--- src/rtl/maze_pkt_gen.sv ---
// Packet stimulus engine for one MAZE node input port: emits a configured run of
// packets with fixed, sweeping or LFSR-random targets over a valid/ready handshake.
module maze_pkt_gen #(
    parameter int          HP     = 0,
    parameter int          VP     = 0,
    parameter int          X_W    = 3,
    parameter int          Y_W    = 3,
    parameter int          TYPE_W = 2,
    parameter int          QOS_W  = 1,
    parameter int          DATA_W = 8,
    parameter int          CNT_W  = 16,
    parameter int          GAP_W  = 4,
    parameter logic [15:0] SEED   = 16'hACE1,
    localparam int         NODE_W = X_W + Y_W
) (
    input  logic              clk,
    input  logic              rst,
    input  logic              start,
    input  logic              abort,
    input  logic [1:0]        cfg_mode,
    input  logic [NODE_W-1:0] cfg_tgt,
    input  logic [TYPE_W-1:0] cfg_type,
    input  logic [QOS_W-1:0]  cfg_qos,
    input  logic [CNT_W-1:0]  cfg_num,
    input  logic [GAP_W-1:0]  cfg_gap,
    input  logic              pg_en,
    input  logic [NODE_W-1:0] pg_node,
    output logic              out_vld,
    input  logic              out_rdy,
    output logic [TYPE_W-1:0] out_type,
    output logic [QOS_W-1:0]  out_qos,
    output logic [NODE_W-1:0] out_src,
    output logic [NODE_W-1:0] out_tgt,
    output logic [DATA_W-1:0] out_data,
    output logic              busy,
    output logic              done,
    output logic [CNT_W-1:0]  sent_cnt
);

    localparam logic [1:0] S_IDLE = 2'd0;
    localparam logic [1:0] S_SEND = 2'd1;
    localparam logic [1:0] S_GAP  = 2'd2;
    localparam logic [1:0] S_DONE = 2'd3;

    localparam logic [1:0] M_SWEEP  = 2'd1;
    localparam logic [1:0] M_RANDOM = 2'd2;

    localparam logic [NODE_W-1:0] SRC_ID = {X_W'(HP), Y_W'(VP)};

    logic [1:0]        state;
    logic [1:0]        mode_q;
    logic [NODE_W-1:0] tgt_q;
    logic [CNT_W-1:0]  num_q;
    logic [GAP_W-1:0]  gap_q;
    logic [GAP_W-1:0]  gap_cnt;
    logic [15:0]       lfsr;

    logic              accept;
    logic              last;
    logic [CNT_W-1:0]  cnt_inc;
    logic [15:0]       lfsr_nxt;
    logic [NODE_W-1:0] tgt_first;
    logic [NODE_W-1:0] tgt_next;

    // Fibonacci LFSR, taps 16,14,13,11, shifting toward bit 0
    function automatic logic [15:0] lfsr_adv(input logic [15:0] l);
        return {l[0] ^ l[2] ^ l[3] ^ l[5], l[15:1]};
    endfunction

    function automatic logic excluded(input logic [NODE_W-1:0] id,
                                      input logic              pe,
                                      input logic [NODE_W-1:0] pn);
        return (id == SRC_ID) || (pe && (id == pn));
    endfunction

    // At most two IDs are excluded, so two increments always land on a legal target
    function automatic logic [NODE_W-1:0] skip_excl(input logic [NODE_W-1:0] c,
                                                    input logic              pe,
                                                    input logic [NODE_W-1:0] pn);
        logic [NODE_W-1:0] t;
        t = c;
        for (int i = 0; i < 2; i++) begin
            if (excluded(t, pe, pn)) t = t + NODE_W'(1);
        end
        return t;
    endfunction

    function automatic logic [NODE_W-1:0] pick_tgt(input logic [1:0]        mode,
                                                   input logic [NODE_W-1:0] fixed,
                                                   input logic              first,
                                                   input logic [NODE_W-1:0] prev,
                                                   input logic [15:0]       lf,
                                                   input logic              pe,
                                                   input logic [NODE_W-1:0] pn);
        logic [NODE_W-1:0] t;
        case (mode)
            M_SWEEP:  t = skip_excl(first ? '0 : prev + NODE_W'(1), pe, pn);
            M_RANDOM: t = skip_excl(lf[NODE_W-1:0], pe, pn);
            default:  t = fixed;
        endcase
        return t;
    endfunction

    always_comb begin
        accept    = out_vld & out_rdy;
        cnt_inc   = sent_cnt + CNT_W'(1);
        last      = (cnt_inc == num_q);
        lfsr_nxt  = lfsr_adv(lfsr);
        tgt_first = pick_tgt(cfg_mode, cfg_tgt, 1'b1, '0, SEED, pg_en, pg_node);
        tgt_next  = pick_tgt(mode_q, tgt_q, 1'b0, out_tgt, lfsr_nxt, pg_en, pg_node);
    end

    assign out_src = SRC_ID;

    always_ff @(posedge clk or posedge rst) begin
        if (rst) begin
            state    <= S_IDLE;
            mode_q   <= '0;
            tgt_q    <= '0;
            num_q    <= '0;
            gap_q    <= '0;
            gap_cnt  <= '0;
            lfsr     <= SEED;
            out_vld  <= 1'b0;
            out_type <= '0;
            out_qos  <= '0;
            out_tgt  <= '0;
            out_data <= '0;
            busy     <= 1'b0;
            done     <= 1'b0;
            sent_cnt <= '0;
        end else if (abort) begin
            // A handshake completing alongside abort still counts
            state   <= S_IDLE;
            out_vld <= 1'b0;
            busy    <= 1'b0;
            done    <= 1'b0;
            if (accept) sent_cnt <= cnt_inc;
        end else begin
            case (state)
                S_IDLE: begin
                    if (start) begin
                        mode_q   <= cfg_mode;
                        tgt_q    <= cfg_tgt;
                        num_q    <= cfg_num;
                        gap_q    <= cfg_gap;
                        out_type <= cfg_type;
                        out_qos  <= cfg_qos;
                        sent_cnt <= '0;
                        lfsr     <= SEED;
                        busy     <= 1'b1;
                        if (cfg_num == '0) begin
                            state <= S_DONE;
                            done  <= 1'b1;
                        end else begin
                            state    <= S_SEND;
                            out_vld  <= 1'b1;
                            out_tgt  <= tgt_first;
                            out_data <= '0;
                        end
                    end
                end
                S_SEND: begin
                    if (accept) begin
                        sent_cnt <= cnt_inc;
                        lfsr     <= lfsr_nxt;
                        if (last) begin
                            state   <= S_DONE;
                            out_vld <= 1'b0;
                            done    <= 1'b1;
                        end else begin
                            out_tgt  <= tgt_next;
                            out_data <= cnt_inc[DATA_W-1:0];
                            if (gap_q != '0) begin
                                state   <= S_GAP;
                                out_vld <= 1'b0;
                                gap_cnt <= gap_q;
                            end
                        end
                    end
                end
                S_GAP: begin
                    if (gap_cnt <= GAP_W'(1)) begin
                        state   <= S_SEND;
                        out_vld <= 1'b1;
                    end else begin
                        gap_cnt <= gap_cnt - GAP_W'(1);
                    end
                end
                default: begin
                    state <= S_IDLE;
                    busy  <= 1'b0;
                    done  <= 1'b0;
                end
            endcase
        end
    end

endmodule
--- config.mk ---
export PLATFORM = sky130hd
export DESIGN_NAME = maze_pkt_gen
export DESIGN_NICKNAME = d
export VERILOG_FILES = /design/src/rtl/maze_pkt_gen.sv
export SDC_FILE = /design/constraint.sdc
export NUM_CORES = 1
export LEC_CHECK = 0
export BUFFER_PORTS_ARGS = -buffer_cell sky130_fd_sc_hd__buf_2
export CORE_ASPECT_RATIO = 0.9
export CORE_MARGIN = 5
export CORE_UTILIZATION = 53
export CTS_CLUSTER_DIAMETER = 150
export DETAILED_ROUTE_END_ITERATION = 6
export PLACE_DENSITY_LB_ADDON = 0.15
export SETUP_SLACK_MARGIN = 0.3
export SYNTH_ARGS = -nofsm -noshare
export SYNTH_HDL_FRONTEND = slang
export SYNTH_SLANG_ARGS = --single-unit
--- constraint.sdc ---
create_clock -name clk -period 3.2 [get_ports clk]
set_input_delay 0.64 -clock clk [delete_from_list [all_inputs] [get_ports clk]]
set_output_delay 0.64 -clock clk [all_outputs]
set_load 0.005 [all_outputs]
==> results.py, run 1 <==
metrics = {
    "outcome": {
        "outcome": "finished, final reports clean",
    },
    "sta": {
        "hold-worst-slack_ns": 0.401,
        "max_freq_mhz": 327,
        "rsz0062_at_grt": "true",
        "finalCriticalPeriod_ns": 3.06,
        "max_slew_margin_pct": 48.9,
        "setup_viol_count_final": 0,
        "tightest_slew_ns": 0.765,
        "skew_ns": 0.00734,
        "hold_viol_final": 0,
        "tns_ns": 0,
        "fin_crit_sh_pct": 95.7,
        "slew_viol_final": 0,
    },
    "layout": {
        "seq_area_mm2": 0.00217,
        "multi_input_area_mm2": 0.00389,
        "num-fill-cells": 937,
        "synthToLayoutAreaGrowth_pct": 26.4,
        "layout.nets": 884,
        "diodes": 0,
        "drive_gt1_share_pct": 34.2,
        "final_cell_area_mm2": 0.00775,
    },
    "yosys": {
        "async_flop_share_pct": 100,
        "yosys-top-cells-area": "dfrtp_1 (32%), mux2_2 (5.5%), nand2_1 (4.6%)",
        "ys_seq_area_share_pct": 35.3,
        "synth_ff_type": "dfrtp_1",
        "synth_edf_count": 0,
        "yosys_warnings": 0,
        "synth_top_area_share_pct": 31.8,
        "synth_common_cells": "dfrtp_1 (78), nand2_1 (75), o21ai_0 (43), nor2_1 (39), inv_1 (38)",
        "synth_seq_cells": 86,
        "syn_area_per_cell_um2": 8.84,
        "yosysTopAreaCell": "dfrtp_1",
        "synthCells": 693,
        "yosysMostFrequentCell": "dfrtp_1",
        "syn_area_mm2": 0.00613,
        "yosys.cell_types.count": 73,
    },
    "clock_network": {
        "clock-root-buffer": "clkbuf_16",
        "clk_pin_slew_worst_paths_ns": 0.06,
        "cts_buffer_depth": 2,
        "insertion_delay_ns": 0.35,
        "tritoncts": "done",
        "cts_max_level": 3,
        "clock_sinks": 86,
        "cts_made_buffers": 9,
    },
    "route": {
        "detail-route-antenna-nets": 0,
        "dr.pass1.iters": 5,
        "drc": 0,
        "routed_via_density": 5.71,
        "drt-total-wl_um": 16800,
        "drt-initial-drc-count": 439,
        "wire_per_inst_um": 17.2,
        "dr_total_vias": 5599,
    },
    "place": {
        "place.port_buffers": 78,
        "dpl_cell_area_mm2": 0.00706,
        "dpl.hpwl_um": 12600,
        "place.gp.congestion": 0.956,
    },
    "critical_path": {
        "cp_max_fo": 6,
        "cpPeakStageDelay_ns": 0.55,
        "path_cells": "buf_6, buf_4, nor4bb_1, nand4_1, a2111oi_4, a21oi_1, or4_4, o21a_1, mux2_4, a21oi_2",
        "reg2reg_depth": 10,
        "critical_path_arrival_ns": 3.34,
        "crit_required_ns": 3.48,
        "cp_slowest_cell": "or4_4",
        "path_class": "reg -> reg",
        "critPathLaunchType": "register",
        "crit_path_end_kind": "register",
    },
    "power_and_ir_drop": {
        "power_density_mw_per_mm2": 775,
        "peakVddDrop_mv": 0.573,
        "power_leakage_nw": 3.45,
        "power_w": 0.00600,
    },
    "global_route": {
        "grt_util_all_layers_pct": 24.6,
        "overflow": 0,
        "grt_pass1_wl_um": 27200,
        "grt_max_degree": 48,
        "antenna_found_initial": 0,
        "grt_pass1_vias": 5531,
    },
    "floorplan": {
        "num_rows": 37,
        "core_area_mm2": 0.0114,
        "die_area_mm2": 0.0138,
        "io_pins": 85,
        "initial_core_util_pct": 53.8,
        "die_w_um": 123,
        "die_h_um": 112,
    },
    "job": {
        "cap_violations": 0,
    },
    "min_path": {
        "holdCritPathClass": "in -> async",
    },
}
## metal layers
metal / up-vias / track usage [%] / wire, µm / share of wire [%]
li1: 2690 / - / - / -
met1: 2722 / 32.4 / 7520 / 45
met2: 163 / 40.6 / 8220 / 49
met3: 24 / 5.14 / 840 / 5.0
met4: 0 / 7.38 / 255 / 1.5
met5: - / 0 / 0 / 0
## final timing paths
kind / from / end / slack (ns)
min in group clk: out_data[3]$_DFFE_PP0P_ / out_data[3]$_DFFE_PP0P_ / 0.47
hold reg to reg: out_data[3]$_DFFE_PP0P_ / out_data[3]$_DFFE_PP0P_ / 0.47
setup / recovery: out_tgt[0]$_DFFE_PP0P_ / out_tgt[1]$_DFFE_PP0P_ / 0.14
setup reg to reg: out_tgt[0]$_DFFE_PP0P_ / out_tgt[1]$_DFFE_PP0P_ / 0.14
hold / removal: rst / lfsr[4]$_DFFE_PP0P_ / 0.40
max in group asynchronous: rst / out_tgt[4]$_DFFE_PP0P_ / 2.08
## sequential cells by signal, indices dropped and copies added (netlist names), 4 cells and up
name / cells
num_q: 16
gap_q: 4
sent_cnt: 16
out_tgt: 6
gap_cnt: 4
lfsr: 16
out_data: 8
tgt_q: 6
## critical path: cells and delay by family (launching register included)
family	cells	cell delay, ns
and+or+nand+nor	3	1.13
AOI/OAI and AO/OA	4	0.77
DFF	1	0.47
muxes	1	0.31
buffers and inverters	2	0.29
## cell type report
cell class                 instances  share of cell area [%]
tap                              156                    2.52
inverter                          38                    1.89
clock buffer                      10                    2.96
clock inverter                     5                    1.07
multi-input combinational        526                    50.3
timing repair buffer             159                    13.3
sequential                        86                    28.1
## placed cells by master (no fill, tap or decap), types with 30 or more instances in the layout
cell	n
nor2_1	37
dfrtp_1	69
buf_4	78
inv_1	36
o21ai_0	42
mux2_2	30
buf_2	78
nand2_1	72
## repair_timing
| item | CTS | global route |
|---|---|---|
| buffers inserted | 12 | 10 |
| setup endpoints to repair | 20 | 22 |
| hold endpoints to repair | 0 | 0 |
| hold buffers | 0 | 0 |
| pin swaps | 13 | 13 |
| resized for setup | 14 | 29 |
## cells by family (layout without fill, tap and decap cells)
logic type               Yosys count  count (layout)  share of synthesized area (%)
AO/OA/AOI/OAI                    149             149                           15.7
XOR/XNOR                          65              65                           9.76
adder cells (fa/ha/maj)           21              21                           4.29
buffers and inverters             86             212                           6.61
flip-flops                        86              86                           35.3
multiplexers                      40              40                           7.25
other                              2               7                          0.123
AND/OR/NAND/NOR                  244             244                           20.9
## metrics by stage
step | std cells | util, % | setup WS (ns)
global placement | 943 | 62.0 | -0.0429
floorplan | 698 | - | 0.0669
CTS | 970 | 66.1 | 0.132
global route | 980 | 68.0 | 0.0230
finish | 980 | 68.0 | 0.138
detailed placement | 943 | 62.0 | -0.149
## where the power goes
group	internal, W	leakage, nW	switching [W]
logic	0.00144	2.23	0.00157
clock network	0.000682	0.153	0.000436
registers	0.00150	1.07	0.000379
Note: power is estimated with default switching activity, not from simulation.
==> run 2: changes to the inputs <==
- CORE_MARGIN: 5 -> 3
- RECOVER_POWER: unset -> 50
==> run 2 against run 1 <==
  * The flow now finishes with violations (max-capacitance violations, max-slew violations)
  * Non-clock buffer count shrank 1
  * Maximum frequency decreased by 2.8%
  * Utilization grew 2.3 points
  * Combinational power about the same
  * Flip-flop and latch count unchanged
  * Setup slack got worse by 0.087 ns
  * Clock skew shrank 0.00086 ns
  * Sequential power barely moved
  * Sequential share of layout area is essentially flat
  * Cell count shrank 0.41%
==> results.py, run 2 (synthesis results as in run 1) <==
metrics = {
    "outcome": {
        "outcome": "finished with violations",
        "violations": "max-capacitance violations, max-slew violations",
    },
    "sta": {
        "fin_crit_sh_pct": 98.4,
        "slew_viol_final": 42,
        "hold_viol_final": 0,
        "rsz0062_at_grt": "true",
        "max_freq_mhz": 318,
        "finalCriticalPeriod_ns": 3.15,
        "tns_ns": 0,
        "setup_viol_count_final": 0,
        "skew_ns": 0.00648,
        "max_slew_margin_pct": -25.5,
        "tightest_slew_ns": 1.87,
    },
    "clock_network": {
        "clock-root-buffer": "clkbuf_16",
        "clock_sinks": 86,
        "cts_max_level": 3,
        "cts_buffer_depth": 2,
        "tritoncts": "done",
        "cts_hold_buf": 0,
        "cts_made_buffers": 9,
        "insertion_delay_ns": 0.35,
        "clk_pin_slew_worst_paths_ns": 0.07,
    },
    "floorplan": {
        "initial_core_util_pct": 55.5,
        "die_area_mm2": 0.0129,
        "core_area_mm2": 0.0110,
        "die_w_um": 119,
        "die_h_um": 108,
        "io_pins": 85,
        "num_rows": 36,
    },
    "critical_path": {
        "cp_slowest_cell": "or4_4",
        "crit_path_end_kind": "register",
        "critPathLaunchType": "register",
        "reg2reg_slack_ns": 0.05,
        "path_cells": "inv_4, ha_4, xor2_2, buf_4, nand4_1, a2111oi_4, nand2_1, xor2_2, or4_4, o21a_1, mux2_4, a21oi_2",
        "r2r_start": "out_tgt[0]$_DFFE_PP0P_",
        "crit_family": "simple AND/OR/NAND/NOR gates",
        "r2r_end": "out_tgt[1]$_DFFE_PP0P_",
        "crit_buf_inv": 2,
        "cp_common_cell": "xor2_2",
        "cp_max_fo": 4,
        "cpPeakStageDelay_ns": 0.54,
        "path_class": "reg -> reg",
        "reg2reg_depth": 12,
        "crit_required_ns": 3.48,
        "critical_path_arrival_ns": 3.43,
    },
    "global_route": {
        "antenna_found_initial": 0,
        "grt_pass1_wl_um": 27400,
        "grt_max_degree": 47,
        "grt_pass1_vias": 5597,
        "overflow": 0,
        "grt_util_all_layers_pct": 26.4,
    },
    "place": {
        "place.gp.congestion": 0.988,
        "dp.cells": 931,
        "dpl.hpwl_um": 12100,
        "dpl_cell_area_mm2": 0.00699,
        "place.port_buffers": 78,
    },
    "layout": {
        "num-fill-cells": 847,
        "final_common_cell": "buf_4",
        "layout.nets": 883,
        "synthToLayoutAreaGrowth_pct": 26.7,
        "final_cell_area_mm2": 0.00777,
        "seq_area_mm2": 0.00218,
        "final_cell_mix": "buf_4 (77), nand2_1 (72), buf_2 (71), dfrtp_1 (67), o21ai_0 (42)",
        "drive_gt1_share_pct": 33.7,
        "reg_top3": "lfsr: 16 flops, num_q: 16 flops, sent_cnt: 16 flops",
        "multi_input_area_mm2": 0.00393,
        "stdcell_count": 976,
        "diodes": 0,
    },
    "route": {
        "dr_total_vias": 5676,
        "drt-total-wl_um": 16900,
        "dr.pass1.iters": 5,
        "drc": 0,
        "routed_via_density": 5.82,
        "drt-initial-drc-count": 495,
        "detail-route-antenna-nets": 0,
        "wire_per_inst_um": 17.3,
    },
    "job": {
        "cap_violations": 1,
    },
    "min_path": {
        "whs_path_depth": 2,
        "worstHoldStart": "out_data[7]$_DFFE_PP0P_",
        "holdCritPathClass": "reg -> reg",
        "hold_end": "out_data[7]$_DFFE_PP0P_",
    },
    "power_and_ir_drop": {
        "power_density_mw_per_mm2": 775,
        "power_leakage_nw": 3.40,
        "peakVddDrop_mv": 0.493,
    },
}
## run 2: cell count changes in the layout (fill, tap and decap cells not counted), moves of 2 or more
| cell | before | now |
|---|---|---|
| a31oi_1 | 11 | 13 |
| a31oi_2 | 2 | 0 |
| buf_2 | 78 | 71 |
| clkbuf_1 | 1 | 7 |
| clkinv_2 | 2 | 0 |
| dfrtp_1 | 69 | 67 |
| dfrtp_2 | 9 | 11 |
| xnor2_1 | 25 | 23 |
| xnor2_2 | 5 | 7 |
## run 2: worst register-to-register path, cell delays in order (launching register included)
cell	delay [ns]
dfrtp_2	0.48
inv_4	0.06
ha_4	0.29
xor2_2	0.17
buf_4	0.15
nand4_1	0.17
a2111oi_4	0.26
nand2_1	0.15
xor2_2	0.17
or4_4	0.54
o21a_1	0.22
mux2_4	0.31
a21oi_2	0.11
## run 2: layout make-up
type                       instances  share of cell area, %
clock buffer                       9                   2.90
clock inverter                     7                   1.35
inverter                          38                   1.88
multi-input combinational        526                   50.6
sequential                        86                   28.0
tap                              152                   2.45
timing repair buffer             158                   12.8
## run 2: how the worst max path moves through the flow
| stage | from | endpoint | slack, ns | cells past startpoint |
|---|---|---|---|---|
| after floorplan | pg_node[0] | out_tgt[1]$_DFFE_PP0P_ | 0.07 | 14 |
| after global placement | pg_node[4] | out_tgt[1]$_DFFE_PP0P_ | -0.02 | 14 |
| after detailed placement | pg_node[4] | out_tgt[1]$_DFFE_PP0P_ | -0.09 | 14 |
| after CTS | out_tgt[1]$_DFFE_PP0P_ | out_tgt[1]$_DFFE_PP0P_ | 0.12 | 14 |
| after global routing | out_tgt[0]$_DFFE_PP0P_ | out_tgt[1]$_DFFE_PP0P_ | -0.08 | 12 |
| final | out_tgt[0]$_DFFE_PP0P_ | out_tgt[1]$_DFFE_PP0P_ | 0.05 | 12 |
## run 2: where the power goes
part	leakage, nW	switching [W]	internal (W)	total [W]
logic	2.18	0.00157	0.00140	0.00297
clock network	0.159	0.000477	0.000697	0.00117
registers	1.06	0.000374	0.00150	0.00187
## run 2: per-stage QoR
step	setup slack (ns)	util (%)	total power (W)	hold slack (ns)
after floorplan	0.0669	-	0.00371	0.438
after global placement	-0.0195	63.3	0.00438	0.457
after detailed placement	-0.0875	63.3	0.00447	0.470
after CTS	0.124	68.0	0.00581	0.416
after global routing	-0.0777	70.4	0.00643	0.518
final	0.0517	70.4	0.00602	0.480
## run 2: timing repair
action                                  4_1_cts  5_1_grt
buffers inserted                             11       18
pin swaps                                     9       13
endpoints found under the hold margin         0        0
endpoints found under the setup margin       22       19
resized for setup                            21       30
## run 2: layer usage
layer	part of all wire, %	track usage, %	wire length (µm)
met1	44	34.7	7380
met2	48	43.8	8140
met3	5.6	4.92	947
met4	2.3	10.1	381
met5	0	0	0
